$ cat src/rtl/seq_detect_fsm_if.sv
// Serial pattern-detector bus: bit-stream inputs and detection results.
interface seq_detect_fsm_if #(
    parameter int unsigned CNT_W = 8
);
    logic             en;
    logic             din;
    logic             mode_ovl;
    logic             clr;
    logic             match;
    logic [CNT_W-1:0] match_cnt;
    logic             cnt_sat;

    modport master (
        output en, din, mode_ovl, clr,
        input  match, match_cnt, cnt_sat
    );

    modport slave (
        input  en, din, mode_ovl, clr,
        output match, match_cnt, cnt_sat
    );
endinterface

$ cat src/rtl/seq_detect_fsm.sv
// Parametrised serial pattern detector with overlap/non-overlap modes, bit-valid
// qualifier, synchronous clear and a saturating hit counter.
module seq_detect_fsm #(
    parameter int unsigned          LEN     = 4,
    parameter logic [LEN-1:0]       PATTERN = 4'b1011,
    parameter int unsigned          CNT_W   = 8
) (
    input logic              clk,
    input logic              rst,
    seq_detect_fsm_if.slave  bus
);

    localparam int unsigned      FillW    = $clog2(LEN + 1);
    localparam logic [FillW-1:0] FillFull = FillW'(LEN);
    localparam logic [CNT_W-1:0] CntMax   = {CNT_W{1'b1}};

    typedef enum logic [0:0] {StFilling, StArmed} state_e;

    state_e           state_q, state_d;
    logic [LEN-1:0]   hist_q, hist_d;
    logic [FillW-1:0] fill_q, fill_d;
    logic             match_q, match_d;
    logic [CNT_W-1:0] cnt_q, cnt_d;
    logic             sat_q, sat_d;

    logic [LEN-1:0]   hist_nx;
    logic [FillW-1:0] fill_nx;
    logic             hit;

    always_ff @(posedge clk or negedge rst) begin
        if (!rst) begin
            state_q <= StFilling;
            hist_q  <= '0;
            fill_q  <= '0;
            match_q <= 1'b0;
            cnt_q   <= '0;
            sat_q   <= 1'b0;
        end else begin
            state_q <= state_d;
            hist_q  <= hist_d;
            fill_q  <= fill_d;
            match_q <= match_d;
            cnt_q   <= cnt_d;
            sat_q   <= sat_d;
        end
    end

    always_comb begin
        hist_d  = hist_q;
        fill_d  = fill_q;
        match_d = 1'b0;
        cnt_d   = cnt_q;
        sat_d   = sat_q;

        hist_nx = {hist_q[LEN-2:0], bus.din};
        fill_nx = (state_q == StArmed) ? FillFull : fill_q + FillW'(1);
        hit     = (fill_nx == FillFull) && (hist_nx == PATTERN);

        if (bus.clr) begin
            hist_d = '0;
            fill_d = '0;
            cnt_d  = '0;
            sat_d  = 1'b0;
        end else if (bus.en) begin
            hist_d  = hist_nx;
            fill_d  = fill_nx;
            match_d = hit;
            if (hit) begin
                // Non-overlapping: demand LEN fresh bits before the next compare.
                if (!bus.mode_ovl) fill_d = '0;
                if (cnt_q != CntMax) cnt_d = cnt_q + CNT_W'(1);
            end
            sat_d = sat_q | (cnt_d == CntMax);
        end

        state_d = (fill_d == FillFull) ? StArmed : StFilling;
    end

    assign bus.match     = match_q;
    assign bus.match_cnt = cnt_q;
    assign bus.cnt_sat   = sat_q;

endmodule

$ cat src/flat_wrapper.sv
// flat-port wrapper written by rule: the top's interface ports become plain ports
module seq_detect_fsm_flat 
#(
    parameter int unsigned          LEN     = 4,
    parameter logic [LEN-1:0]       PATTERN = 4'b1011,
    parameter int unsigned          CNT_W   = 8
)
  (clk, rst, bus_en, bus_din, bus_mode_ovl, bus_clr, bus_match, bus_match_cnt, bus_cnt_sat);
  seq_detect_fsm_if #(.CNT_W(CNT_W)) bus_i ();
  input logic clk;
  input logic rst;
  input wire logic [$bits(bus_i.en)-1:0] bus_en;
  input wire logic [$bits(bus_i.din)-1:0] bus_din;
  input wire logic [$bits(bus_i.mode_ovl)-1:0] bus_mode_ovl;
  input wire logic [$bits(bus_i.clr)-1:0] bus_clr;
  output wire logic [$bits(bus_i.match)-1:0] bus_match;
  output wire logic [$bits(bus_i.match_cnt)-1:0] bus_match_cnt;
  output wire logic [$bits(bus_i.cnt_sat)-1:0] bus_cnt_sat;
  assign bus_i.en = bus_en;
  assign bus_i.din = bus_din;
  assign bus_i.mode_ovl = bus_mode_ovl;
  assign bus_i.clr = bus_clr;
  assign bus_match = bus_i.match;
  assign bus_match_cnt = bus_i.match_cnt;
  assign bus_cnt_sat = bus_i.cnt_sat;
  seq_detect_fsm #(.LEN(LEN), .PATTERN(PATTERN), .CNT_W(CNT_W)) u_core (.clk(clk), .rst(rst), .bus(bus_i));
endmodule
$ cat config.mk
export PLATFORM = sky130hd
export DESIGN_NAME = seq_detect_fsm_flat
export DESIGN_NICKNAME = d
export VERILOG_FILES = /design/src/rtl/seq_detect_fsm_if.sv /design/src/rtl/seq_detect_fsm.sv /design/src/flat_wrapper.sv
export SDC_FILE = /design/constraint.sdc
export NUM_CORES = 1
export LEC_CHECK = 0
export BUFFER_PORTS_ARGS = -buffer_cell sky130_fd_sc_hd__buf_2
export CORE_ASPECT_RATIO = 1.4
export CORE_UTILIZATION = 40
export CTS_CLUSTER_DIAMETER = 30
export DETAILED_ROUTE_END_ITERATION = 8
export PLACE_DENSITY = 0.64
export SYNTH_ARGS = -nofsm -noshare
export SYNTH_HDL_FRONTEND = slang
export SYNTH_SLANG_ARGS = --single-unit
$ cat constraint.sdc
create_clock -name clk -period 1.8 [get_ports clk]
set_input_delay 0.27 -clock clk [delete_from_list [all_inputs] [get_ports clk]]
set_output_delay 0.27 -clock clk [all_outputs]
set_load 0.005 [all_outputs]
== Yosys cells after proc, flatten, opt, wreduce, memory -nomap -nowiden ==
Cells that the tools add are included.
Storage, ports and cells
  register bits after elaboration: 17
  output and inout bits: 10
  logic and storage cells: 34
Operators by class
  add/subtract/negate cells: 2
  equal/unequal tests: 5
  mux-type cells: 18
  bitwise logic cells: 1
  reductions and logical operators: 2
Operators with widths (count)
  $mux 8: 6
  $mux 3: 7
  $add 8x1->8 const B: 1
  $eq 8x8->1 const B: 1
  $ne 8x8->1 const B: 1
  $eq 3x3->1 const B: 2
  $mux 1: 5
  $eq 4x4->1 const B: 1
  $add 3x1->3 const B: 1
  $reduce_bool 2->1: 1
  $logic_and 1x1->1: 1
  $or 1x1->1: 1

== Longest topological paths before layout ==
Gate-level depths: netlist of run 1.
  depth after elaboration: 11
  depth in mapped cells: 8
  mapped depth without buffers: 6

== Worst setup path after synthesis of run 1 ==
Ideal clock, no wire load.
  kind: reg-to-reg
  from: register u_core.fill_q[0]
  to: register u_core.cnt_q[2] (netlist: u_core.bus.match_cnt[2])
  setup time: 77 ps
  data arrival time: 1729 ps
  setup slack: -6 ps
  stages on the path, launching flop included: 8
  period minus slack after synthesis: 1806 ps
  path through: dfrtp_1 > ha_1 > nor2b_4 > o21a_4 > nand3_4 > buf_6 > or4_1 > a21oi_1
Between the ends
  longest elaborated chain between the ends: 9
RTL lines
  from (decl): line seq_detect_fsm.sv:21  | logic [FillW-1:0] fill_q, fill_d;
  from (signal assigned): line seq_detect_fsm.sv:41  | fill_q <= fill_d;
  $add 3x1->3: line seq_detect_fsm.sv:56  | fill_nx = (state_q == StArmed) ? FillFull : fill_q + FillW'(1);
  $mux 3: line seq_detect_fsm.sv:56
  $eq 3x3->1: line seq_detect_fsm.sv:57  | hit = (fill_nx == FillFull) && (hist_nx == PATTERN);
  $logic_and 1x1->1: line seq_detect_fsm.sv:57
  $mux 8: line seq_detect_fsm.sv:68  | if (hit) begin
  $mux 8: line seq_detect_fsm.sv:64  | end else if (bus.en) begin
  $mux 8: line seq_detect_fsm.sv:59  | if (bus.clr) begin
  $mux 8: line seq_detect_fsm.sv:64
  $mux 8: line seq_detect_fsm.sv:59
  to (signal assigned): line seq_detect_fsm.sv:43  | cnt_q <= cnt_d;
  to (decl): line seq_detect_fsm.sv:23  | logic [CNT_W-1:0] cnt_q, cnt_d;
Every way passes these cells. The select of a mux whose other input is x is not followed.
A chain may end at the register's enable or synchronous reset.

== Worst setup path in the final report of run 1 ==
  from: register u_core.fill_q[1]
  to: register u_core.cnt_q[3] (netlist: u_core.bus.match_cnt[3])
The elaborated chain is that of the path after synthesis.

==> results.py, run 1 <==
metrics = {
    "outcome": {
        "status": "finished clean",
    },
    "sta": {
        "min_period_over_period_pct": 99.6,
        "final-setup-viol-count": 0,
        "skew_ns": 0.00979,
        "finalHoldViolCount": 0,
        "max_slew.worst_pin.slew_ns": 0.452,
        "slew_headroom_pct": 69.8,
        "min_period_ns": 1.79,
        "max_freq_ghz": 0.558,
        "rsz0062_at_grt": "true",
        "slew_violations": 0,
        "fin_ws_ns": 0.00737,
    },
    "layout": {
        "final_cell_mix": "dfrtp_1, buf_2, buf_4, a21oi_1, nand2_1",
        "finalNonFillerCells": 174,
        "area_growth_pct": 22.0,
        "drive_gt1_share_pct": 35.5,
        "fin_nets": 147,
        "n_antenna_cell": 0,
        "final_common_cell": "dfrtp_1",
        "utilization_pct": 50.9,
    },
    "placed_design": {
        "gp_congestion": 0.820,
        "post-place-ws_ns": 0.0163,
        "dp_hpwl_um": 1740,
        "portBuffers": 15,
        "dp.cells": 165,
    },
    "clocking": {
        "clock_path_buffers": 2,
        "h-tree-depth": 1,
        "clock_sinks": 17,
        "root_buffer": "clkbuf_4",
        "cts-buffers-inserted": 3,
        "clkSlewWorstSetupHoldPaths_ns": 0.11,
        "clk-insertion-delay-late_ns": 0.29,
        "cts_tree": "yes",
    },
    "worst_setup_path": {
        "cp-end-kind": "flop",
        "worstPathArrival_ns": 2.00,
        "slowest_stage": "or4_1",
        "crit_required_ns": 2.01,
        "crit_type": "flop to flop",
        "max_stage_delay_ns": 0.48,
        "crit_chain": "ha_4 > nor2b_4 > o21a_4 > nand3_4 > or4_1 > a21oi_1",
        "crit_fanout": 5,
        "cp_top_family": "simple AND/OR/NAND/NOR gates",
        "start_kind": "flop",
        "critPathBufInv": 0,
    },
    "power": {
        "total_leakage_power_nw": 0.564,
        "fin_total_pwr_mw": 0.678,
        "powerDensity_mw_per_mm2": 509,
        "peakVddDrop_uv": 363,
    },
    "yosys": {
        "avgSynthCellArea_um2": 9.74,
        "syn-num-nets": 120,
        "netlist_area_mm2": 0.00109,
        "synth_cells": 112,
        "ys_ff_latch": 17,
        "synth_cell_type_count": 38,
        "yosys_warnings": 0,
        "seq_area_frac_synth_pct": 39.0,
    },
    "detailed_routing": {
        "firstDrtPassIters": 4,
        "drt_wl_total_um": 2590,
        "drc": 0,
        "drtIter0Drc": 17,
        "vias_per_cell": 5.67,
        "ant_nets": 0,
        "drt-wirelength-per-cell_um": 14.9,
        "vias": 987,
    },
    "floorplanning": {
        "die_x_um": 46.1,
        "die_h_um": 63.8,
        "core_area_mm2": 0.00262,
        "initial_core_util_pct": 41.7,
        "dieArea_mm2": 0.00294,
        "fp-row-count": 22,
        "io_pins": 16,
    },
    "global_routing": {
        "grt_use_total_pct": 20.8,
        "grt_first_pass_wirelength_um": 4480,
        "antenna_found_initial": 0,
        "grt_start_max_net_pins": 18,
        "gr-total-overflow": 0,
        "grt_pass1_vias": 979,
    },
    "min_path": {
        "hp-class": "primary input to flop",
    },
    "run": {
        "cap_violations": 0,
    },
}
worst reg2reg max path: cells and delay by family (launching register included):
kind	cells	cell delay, ns
adders and majority gates	1	0.26
DFF	1	0.43
AOI/OAI and AO/OA	2	0.31
and+or+nand+nor	3	0.71
where the power goes:
group	internal, mW	switching (mW)	total (mW)
Combinational	0.0318	0.0454	0.0772
Clock	0.0826	0.124	0.207
Sequential	0.388	0.00628	0.394
cell usage after synthesis (all sizes together):
library cell / n / area (um2)
dfrtp: 17 / 425
a21oi: 11 / 55.1
nand2: 8 / 30.0
nor3: 6 / 35.0
buf: 5 / 48.8
inv: 5 / 18.8
mux2i: 5 / 50.1
nor2: 5 / 18.8
o31ai: 5 / 37.5
nand3: 4 / 32.5
nand4: 4 / 40.0
or4: 4 / 30.0
nand2b: 3 / 18.8
nand3b: 3 / 22.5
nor2b: 3 / 26.3
o21ai: 3 / 15.0
a31oi: 2 / 12.5
and2: 2 / 13.8
and4b: 2 / 20.0
ha: 2 / 25.0
o211ai: 2 / 15.0
or3: 2 / 12.5
a311oi: 1 / 8.76
a31o: 1 / 8.76
and3: 1 / 7.51
clkbuf: 1 / 13.8
nor3b: 1 / 7.51
nor4b: 1 / 8.76
o21a: 1 / 15.0
o32ai: 1 / 8.76
xnor2: 1 / 8.76
metrics by stage:
stage                     hold WS [ns]  instance area, um2  setup TNS [ns]
after global placement           0.216                1220               0
after detailed placement         0.219                1220               0
after floorplan                -0.0256                1100               0
after CTS                        0.236                1280               0
final                            0.236                1330               0
after global routing             0.263                1330          -0.145
path summary, 6_finish.rpt:
check | from | endpoint | slack [ns] | cells after the start
worst min-delay path | bus_din | u_core.hist_q[0] | 0.24 | 3
worst min register to register | u_core.bus.cnt_sat | u_core.bus.cnt_sat | 0.54 | 2
worst max-delay path | u_core.fill_q[1] | u_core.bus.match_cnt[3] | 0.007 | 6
max in group asynchronous | rst | u_core.bus.match_cnt[0] | 1.10 | 2
min in group asynchronous | rst | u_core.bus.match | 0.41 | 2
worst max register to register | u_core.fill_q[1] | u_core.bus.match_cnt[3] | 0.007 | 6
layout make-up:
cell class,count,area [um2]
clock buffer,3,22.5
timing repair buffer,27,168
fill,244,1280
multi-input combinational,85,647
clock inverter,1,5.00
tap,36,45.0
inverter,5,18.8
sequential,17,425
per-layer routing:
layer,routed length [um],track usage (%),vias to the layer above
li1,-,-,475
met1,1130,25.9,484
met2,1340,32.7,22
met3,61,3.11,6
met4,70,11.8,0
met5,0,0,-
cells by family after synthesis:
kind of cell	Yosys count	share of synthesized area [%]
AND/OR/NAND/NOR	49	29.7
AO/OA/AOI/OAI	27	16.2
flip-flops	17	39.0
buffers and inverters	11	7.45
multiplexers	5	4.59
adder cells (fa/ha/maj)	2	2.29
XOR/XNOR	1	0.803
registers in the layout, summed over array words and instances, names as in the netlist:
name                  flops
u_core.state_q            1
u_core.bus.cnt_sat        1
u_core.hist_q             3
u_core.fill_q             3
u_core.bus.match          1
u_core.bus.match_cnt      8
repair_timing:
action | in CTS | in global routing
gates cloned | 1 | 0
hold endpoints to repair | 17 | 0
setup buffers | 1 | 2
hold buffers | 1 | 0
pin swaps | 2 | 5
gates resized for setup | 1 | 8
endpoints found under the setup margin | 2 | 6
(Power assumes the default switching activity.)
==> run 2: changes to the inputs <==
--- a/config.mk
+++ b/config.mk
@@ -5,12 +5,13 @@
 export SDC_FILE = /design/constraint.sdc
 export NUM_CORES = 1
 export LEC_CHECK = 0
-export BUFFER_PORTS_ARGS = -buffer_cell sky130_fd_sc_hd__buf_2
+export BUFFER_PORTS_ARGS = -buffer_cell sky130_fd_sc_hd__buf_4
 export CORE_ASPECT_RATIO = 1.4
+export CORE_MARGIN = 8
 export CORE_UTILIZATION = 40
 export CTS_CLUSTER_DIAMETER = 30
 export DETAILED_ROUTE_END_ITERATION = 8
-export PLACE_DENSITY = 0.64
+export PLACE_DENSITY = 0.61
 export SYNTH_ARGS = -nofsm -noshare
 export SYNTH_HDL_FRONTEND = slang
 export SYNTH_SLANG_ARGS = --single-unit
==> constraint.sdc (replaced) <==
create_clock -name clk -period 1.7 [get_ports clk]
set_input_delay 0.255 -clock clk [delete_from_list [all_inputs] [get_ports clk]]
set_output_delay 0.255 -clock clk [all_outputs]
set_load 0.005 [all_outputs]
==> run 2 against run 1 <==
Effect of this change: the run now ends with negative setup slack left; clock-buffer cell count is the same; register-to-register slack lost 0.08 ns; critical path depth grew 1; clock skew shrank 0.0058 ns; critical endpoint is now u_core.bus.match_cnt[1]; largest power group unchanged.
==> results.py, run 2 (same netlist as run 1, synthesis figures left out) <==
metrics = {
    "layout": {
        "fin_nets": 150,
        "multiInputGateArea_um2": 664,
        "final_cell_mix": "buf_4, dfrtp_1, nand2_1, a21oi_1",
        "drive_gt1_share_pct": 39.7,
        "largest_reg_flops": 8,
        "n_antenna_cell": 0,
        "area_growth_pct": 30.8,
        "utilization_pct": 54.6,
        "final_common_cell": "buf_4",
        "seqCellArea_um2": 425,
        "fillCellCount": 225,
    },
    "clocking": {
        "h-tree-depth": 1,
        "cts-buffers-inserted": 3,
        "clock_path_buffers": 2,
        "cts_tree": "yes",
        "clock_sinks": 17,
        "clkSlewWorstSetupHoldPaths_ns": 0.11,
        "root_buffer": "clkbuf_4",
        "clk-insertion-delay-late_ns": 0.31,
    },
    "detailed_routing": {
        "drt-wirelength-per-cell_um": 16.0,
        "firstDrtPassIters": 5,
        "drtIter0Drc": 35,
        "drt_wl_total_um": 2840,
        "drc": 0,
        "ant_nets": 0,
        "vias": 991,
        "vias_per_cell": 5.60,
    },
    "global_routing": {
        "gr-total-overflow": 0,
        "grt_pass1_vias": 942,
        "antenna_found_initial": 0,
        "grt_start_max_net_pins": 18,
        "grt_use_total_pct": 12.8,
        "grt_first_pass_wirelength_um": 4600,
    },
    "sta": {
        "slew_violations": 0,
        "whs_ns": 0.242,
        "finalHoldViolCount": 0,
        "skew_ns": 0.00397,
        "min_period_ns": 1.77,
        "min_period_over_period_pct": 104,
        "final-setup-viol-count": 3,
        "max_slew.worst_pin.slew_ns": 0.449,
        "rsz0062_at_grt": "true",
        "fin_ws_ns": -0.0747,
        "max_freq_ghz": 0.563,
        "slew_headroom_pct": 70.0,
    },
    "min_path": {
        "hold_path_depth": 3,
        "worstHoldStart": "bus_din",
        "hp-class": "primary input to flop",
        "holdPathEnd": "u_core.hist_q[0]",
    },
    "worst_setup_path": {
        "slowest_stage": "dfrtp_1",
        "r2r_start": "u_core.fill_q[1]",
        "r2r_cells": 7,
        "cp-end-kind": "flop",
        "reg2reg_setup_slack_ns": -0.07,
        "crit_required_ns": 1.94,
        "start_kind": "flop",
        "crit_type": "flop to flop",
        "worstPathArrival_ns": 2.02,
        "crit_chain": "ha_4 > nor2b_4 > o21a_4 > nand3_4 > buf_6 > or3_1 > a21oi_2",
        "timing.rr.end": "u_core.bus.match_cnt[1]",
        "crit_fanout": 7,
        "max_stage_delay_ns": 0.43,
    },
    "placed_design": {
        "gp_congestion": 0.932,
        "portBuffers": 15,
        "dp_hpwl_um": 2010,
    },
    "run": {
        "cap_violations": 0,
    },
    "floorplanning": {
        "die_x_um": 60.1,
        "io_pins": 16,
        "die_h_um": 77.8,
        "dieArea_mm2": 0.00468,
        "fp-row-count": 22,
        "core_area_mm2": 0.00262,
        "initial_core_util_pct": 41.7,
    },
    "power": {
        "fin_total_pwr_mw": 0.745,
        "peakVddDrop_uv": 392,
        "powerDensity_mw_per_mm2": 522,
        "total_leakage_power_nw": 0.608,
    },
    "outcome": {
        "status": "finished, violations left",
        "failed_checks": "negative setup slack",
    },
}
run 2: where the power goes:
group          internal [mW]  switching (mW)  total (mW)
clock                 0.0881           0.149       0.237
combinational         0.0398          0.0504      0.0903
sequential             0.411         0.00694       0.418
total                  0.539           0.206       0.745
run 2: worst max-delay path, delay by kind of cell, from the launching register on:
kind                     cells  cell delay [ns]
AO/OA/AOI/OAI                2             0.31
adder cells (fa/ha/maj)      1             0.26
buffers and inverters        1             0.14
flip-flops                   1             0.43
AND/OR/NAND/NOR              3             0.56
run 2: worst max path at each step:
stage / start / to / cells after the start
after floorplan: u_core.fill_q[1] / u_core.bus.match_cnt[2] / 7
after global placement: u_core.fill_q[1] / u_core.bus.match_cnt[5] / 6
after detailed placement: u_core.fill_q[1] / u_core.bus.cnt_sat / 6
after CTS: u_core.fill_q[1] / u_core.bus.cnt_sat / 6
after global routing: u_core.fill_q[1] / u_core.bus.match_cnt[1] / 7
final: u_core.fill_q[1] / u_core.bus.match_cnt[1] / 7
run 2: routing by layer:
metal	vias up	GRT usage [%]	share of wire [%]	wire, um
li1	473	-	-	-
met1	474	14.7	41	1160
met2	36	20.7	51	1450
met3	8	1.98	4.7	132
met4	0	8.63	3.2	92
met5	-	0	0	0
run 2: final cells by class:
type | count | share of cell area [%]
Inverter | 5 | 1.31
Sequential cell | 17 | 29.8
Multi-Input combinational cell | 84 | 46.5
Timing Repair Buffer | 31 | 17.3
Tap cell | 36 | 3.16
Clock buffer | 3 | 1.58
Clock inverter | 1 | 0.351
run 2: per-stage QoR:
| step | cells | TNS (ns) | area, um2 | setup slack [ns] |
|---|---|---|---|---|
| floorplan | 112 | 0 | 1100 | 0.00608 |
| global placement | 169 | -0.161 | 1290 | -0.0673 |
| detailed placement | 169 | -0.411 | 1290 | -0.111 |
| CTS | 176 | -0.185 | 1350 | -0.0440 |
| global route | 177 | -0.548 | 1430 | -0.131 |
| finish | 177 | -0.134 | 1430 | -0.0747 |
run 2: timing repair:
item / CTS / global route
endpoints found under the hold margin: 17 / 0
setup endpoints to repair: 8 / 8
resized for setup: 1 / 16
pin swaps: 6 / 9
buffers inserted: 2 / 1
hold buffers: 1 / 0
==> run 3: changes to the inputs <==
--- a/config.mk
+++ b/config.mk
@@ -5,6 +5,7 @@
 export SDC_FILE = /design/constraint.sdc
 export NUM_CORES = 1
 export LEC_CHECK = 0
+export ABC_AREA = 1
 export BUFFER_PORTS_ARGS = -buffer_cell sky130_fd_sc_hd__buf_4
 export CORE_ASPECT_RATIO = 1.4
 export CORE_MARGIN = 8
==> run 3 against run 2 <==
Effect of this change: the flow now finishes without violations; wire length is 3.6% lower; clock skew shrank 0.0027 ns; maximum frequency grew 4.5%; utilization is 3.0 points higher; sequential cell count is the same; global-route usage is 0.67 points lower; sequential share of layout area decreased by 1.2 points.
==> results.py, run 3 <==
metrics = {
    "yosys": {
        "yosys_warnings": 0,
        "ys.flop_type": "dfrtp_1",
        "synth_cells": 144,
        "ys_ff_latch": 17,
        "seq_area_frac_synth_pct": 39.9,
        "ys_async_sr_fraction_pct": 100,
        "synthTopCellsByArea": "dfrtp_1, nand2_1, nand3_1",
        "synth_edf_count": 0,
        "synthTopCellsByCount": "nand2_1, dfrtp_1, nor2_1",
        "syn-num-nets": 152,
        "yosys.area.top_type": "dfrtp_1",
        "avgSynthCellArea_um2": 7.40,
        "netlist_area_mm2": 0.00107,
        "synth_top_area_share_pct": 39.9,
        "synth_cell_type_count": 25,
        "yosysMostFrequentCell": "nand2_1",
    },
    "worst_setup_path": {
        "start_kind": "flop",
        "crit_type": "flop to flop",
        "worstPathArrival_ns": 1.92,
        "cp-end-kind": "flop",
        "crit_required_ns": 1.93,
        "crit_chain": "ha_4 > nand2_4 > nand2_2 > nor2_4 > nand2_4 > nand2_1 > nand2_2 > nor3_2 > nand3_1 > a21oi_2",
        "slowest_stage": "dfrtp_1",
        "crit_fanout": 6,
        "max_stage_delay_ns": 0.43,
    },
    "sta": {
        "min_period_over_period_pct": 99.9,
        "fin_ws_ns": 0.00180,
        "min_period_ns": 1.70,
        "max_slew.worst_pin.slew_ns": 0.387,
        "skew_ns": 0.00125,
        "max_freq_ghz": 0.589,
        "final-setup-viol-count": 0,
        "finalHoldViolCount": 0,
        "slew_headroom_pct": 74.1,
        "slew_violations": 0,
        "rsz0062_at_grt": "true",
        "whs_ns": 0.122,
        "setup_tns_ns": 0,
    },
    "detailed_routing": {
        "drtIter0Drc": 15,
        "vias": 1064,
        "drt-wirelength-per-cell_um": 12.7,
        "dr_wl_met3_um": 100,
        "highest_layer": "met4",
        "drt_wl_total_um": 2740,
        "firstDrtPassIters": 4,
        "wl_met1_um": 1140,
        "wl_met2_um": 1450,
        "ant_nets": 0,
        "vias_per_cell": 4.95,
        "drc": 0,
    },
    "power": {
        "power_frac_clock_pct": 29.5,
        "fin_total_pwr_mw": 0.736,
        "peakVddDrop_uv": 513,
        "switching_share_pct": 25.9,
        "p_sw_mw": 0.191,
        "powerDensity_mw_per_mm2": 494,
        "seqPwrFrac_pct": 56.9,
        "p_int_mw": 0.545,
        "total_leakage_power_nw": 0.733,
        "pwr-share-comb_pct": 13.6,
    },
    "layout": {
        "fillCellCount": 260,
        "fin_area_mm2": 0.00149,
        "utilization_pct": 57.5,
        "final_common_cell": "nand2_1",
        "largest_reg_flops": 8,
        "fin_nets": 188,
        "finalNonFillerCells": 215,
        "n_antenna_cell": 0,
        "area_growth_pct": 39.7,
        "drive_gt1_share_pct": 40.2,
        "final_cell_mix": "nand2_1, buf_4, dfrtp_1, nor2_1, inv_1",
        "seqCellArea_um2": 425,
        "multiInputGateArea_um2": 667,
    },
    "clocking": {
        "clk-insertion-delay-late_ns": 0.29,
        "cts-buffers-inserted": 3,
        "clkSlewWorstSetupHoldPaths_ns": 0.10,
        "clock_sinks": 17,
        "clock_path_buffers": 2,
        "h-tree-depth": 1,
        "root_buffer": "clkbuf_4",
        "cts_tree": "yes",
    },
    "outcome": {
        "status": "finished clean",
    },
    "floorplanning": {
        "fp-row-count": 22,
        "die_x_um": 59.6,
        "core_area_mm2": 0.00259,
        "dieArea_mm2": 0.00460,
        "initial_core_util_pct": 41.2,
        "io_pins": 16,
        "die_h_um": 77.1,
    },
    "placed_design": {
        "gp_congestion": 0.818,
        "post-place-ws_ns": -0.103,
        "dpl_cell_area_mm2": 0.00132,
        "portBuffers": 15,
        "dp.cells": 208,
        "dp_hpwl_um": 2110,
    },
    "global_routing": {
        "grt_pass1_vias": 1025,
        "grt_use_total_pct": 12.1,
        "antenna_found_initial": 0,
        "grt_start_max_net_pins": 18,
        "gr-total-overflow": 0,
        "grt_first_pass_wirelength_um": 4440,
    },
    "min_path": {
        "hp-class": "primary input to flop",
    },
    "run": {
        "cap_violations": 0,
    },
}
==> run 3: worst paths after layout <==
| check | startpoint | end | slack, ns | depth (start not counted) |
|---|---|---|---|---|
| min | bus_clr | u_core.bus.cnt_sat | 0.12 | 2 |
| min reg2reg | u_core.hist_q[2] | u_core.hist_q[2] | 0.52 | 2 |
| min in group asynchronous | rst | u_core.bus.match | 0.35 | 2 |
| max in group asynchronous | rst | u_core.bus.match_cnt[0] | 1.16 | 2 |
| max | u_core.fill_q[0] | u_core.bus.cnt_sat | 0.002 | 10 |
| max reg2reg | u_core.fill_q[0] | u_core.bus.cnt_sat | 0.002 | 10 |
==> run 3: timing repair <==
item                                   CTS  global route
endpoints found under the hold margin   17             0
hold buffers                             1             0
setup endpoints to repair                4             7
buffers inserted                         1             1
resized for setup                        8            22
pin swaps                                6            13
==> run 3: cell families (layout without fill, tap and decap cells) <==
| family | count (synthesis) | count (layout) | share of synthesized area, % |
|---|---|---|---|
| xor gates and xnor gates | 2 | 2 | 1.64 |
| and+or+nand+nor | 83 | 83 | 37.8 |
| DFF | 17 | 17 | 39.9 |
| buffers and inverters | 21 | 56 | 7.39 |
| AOI/OAI and AO/OA | 19 | 19 | 10.9 |
| adders and majority gates | 2 | 2 | 2.35 |
==> run 3: per-layer routing <==
metal  vias to the layer above  track usage (%)
li1                        540                -
met1                       501             13.1
met2                        19             21.9
met3                         4             1.84
met4                         0             5.04
met5                         -                0
==> run 3: area by class of cell <==
class	instances	share of cell area, %
inverter	21	5.29
tap	36	3.03
multi-input combinational	106	44.8
clock buffer	4	1.76
sequential	17	28.6
timing repair buffer	31	16.6
==> run 3: worst max-delay path, delay by kind of cell, from the launching register on <==
family	cells	cell delay [ns]
AO/OA/AOI/OAI	1	0.13
AND/OR/NAND/NOR	8	0.81
flip-flops	1	0.43
adder cells (fa/ha/maj)	1	0.27
==> run 3: power by group through the flow <==
stage | Clock (mW) | Sequential [mW] | Combinational, mW
floorplan | 0 | 0.424 | 0.0378
global placement | 0 | 0.424 | 0.0740
global route | 0.236 | 0.419 | 0.113
finish | 0.217 | 0.419 | 0.0998
CTS | 0.223 | 0.416 | 0.0840
detailed placement | 0 | 0.424 | 0.0752
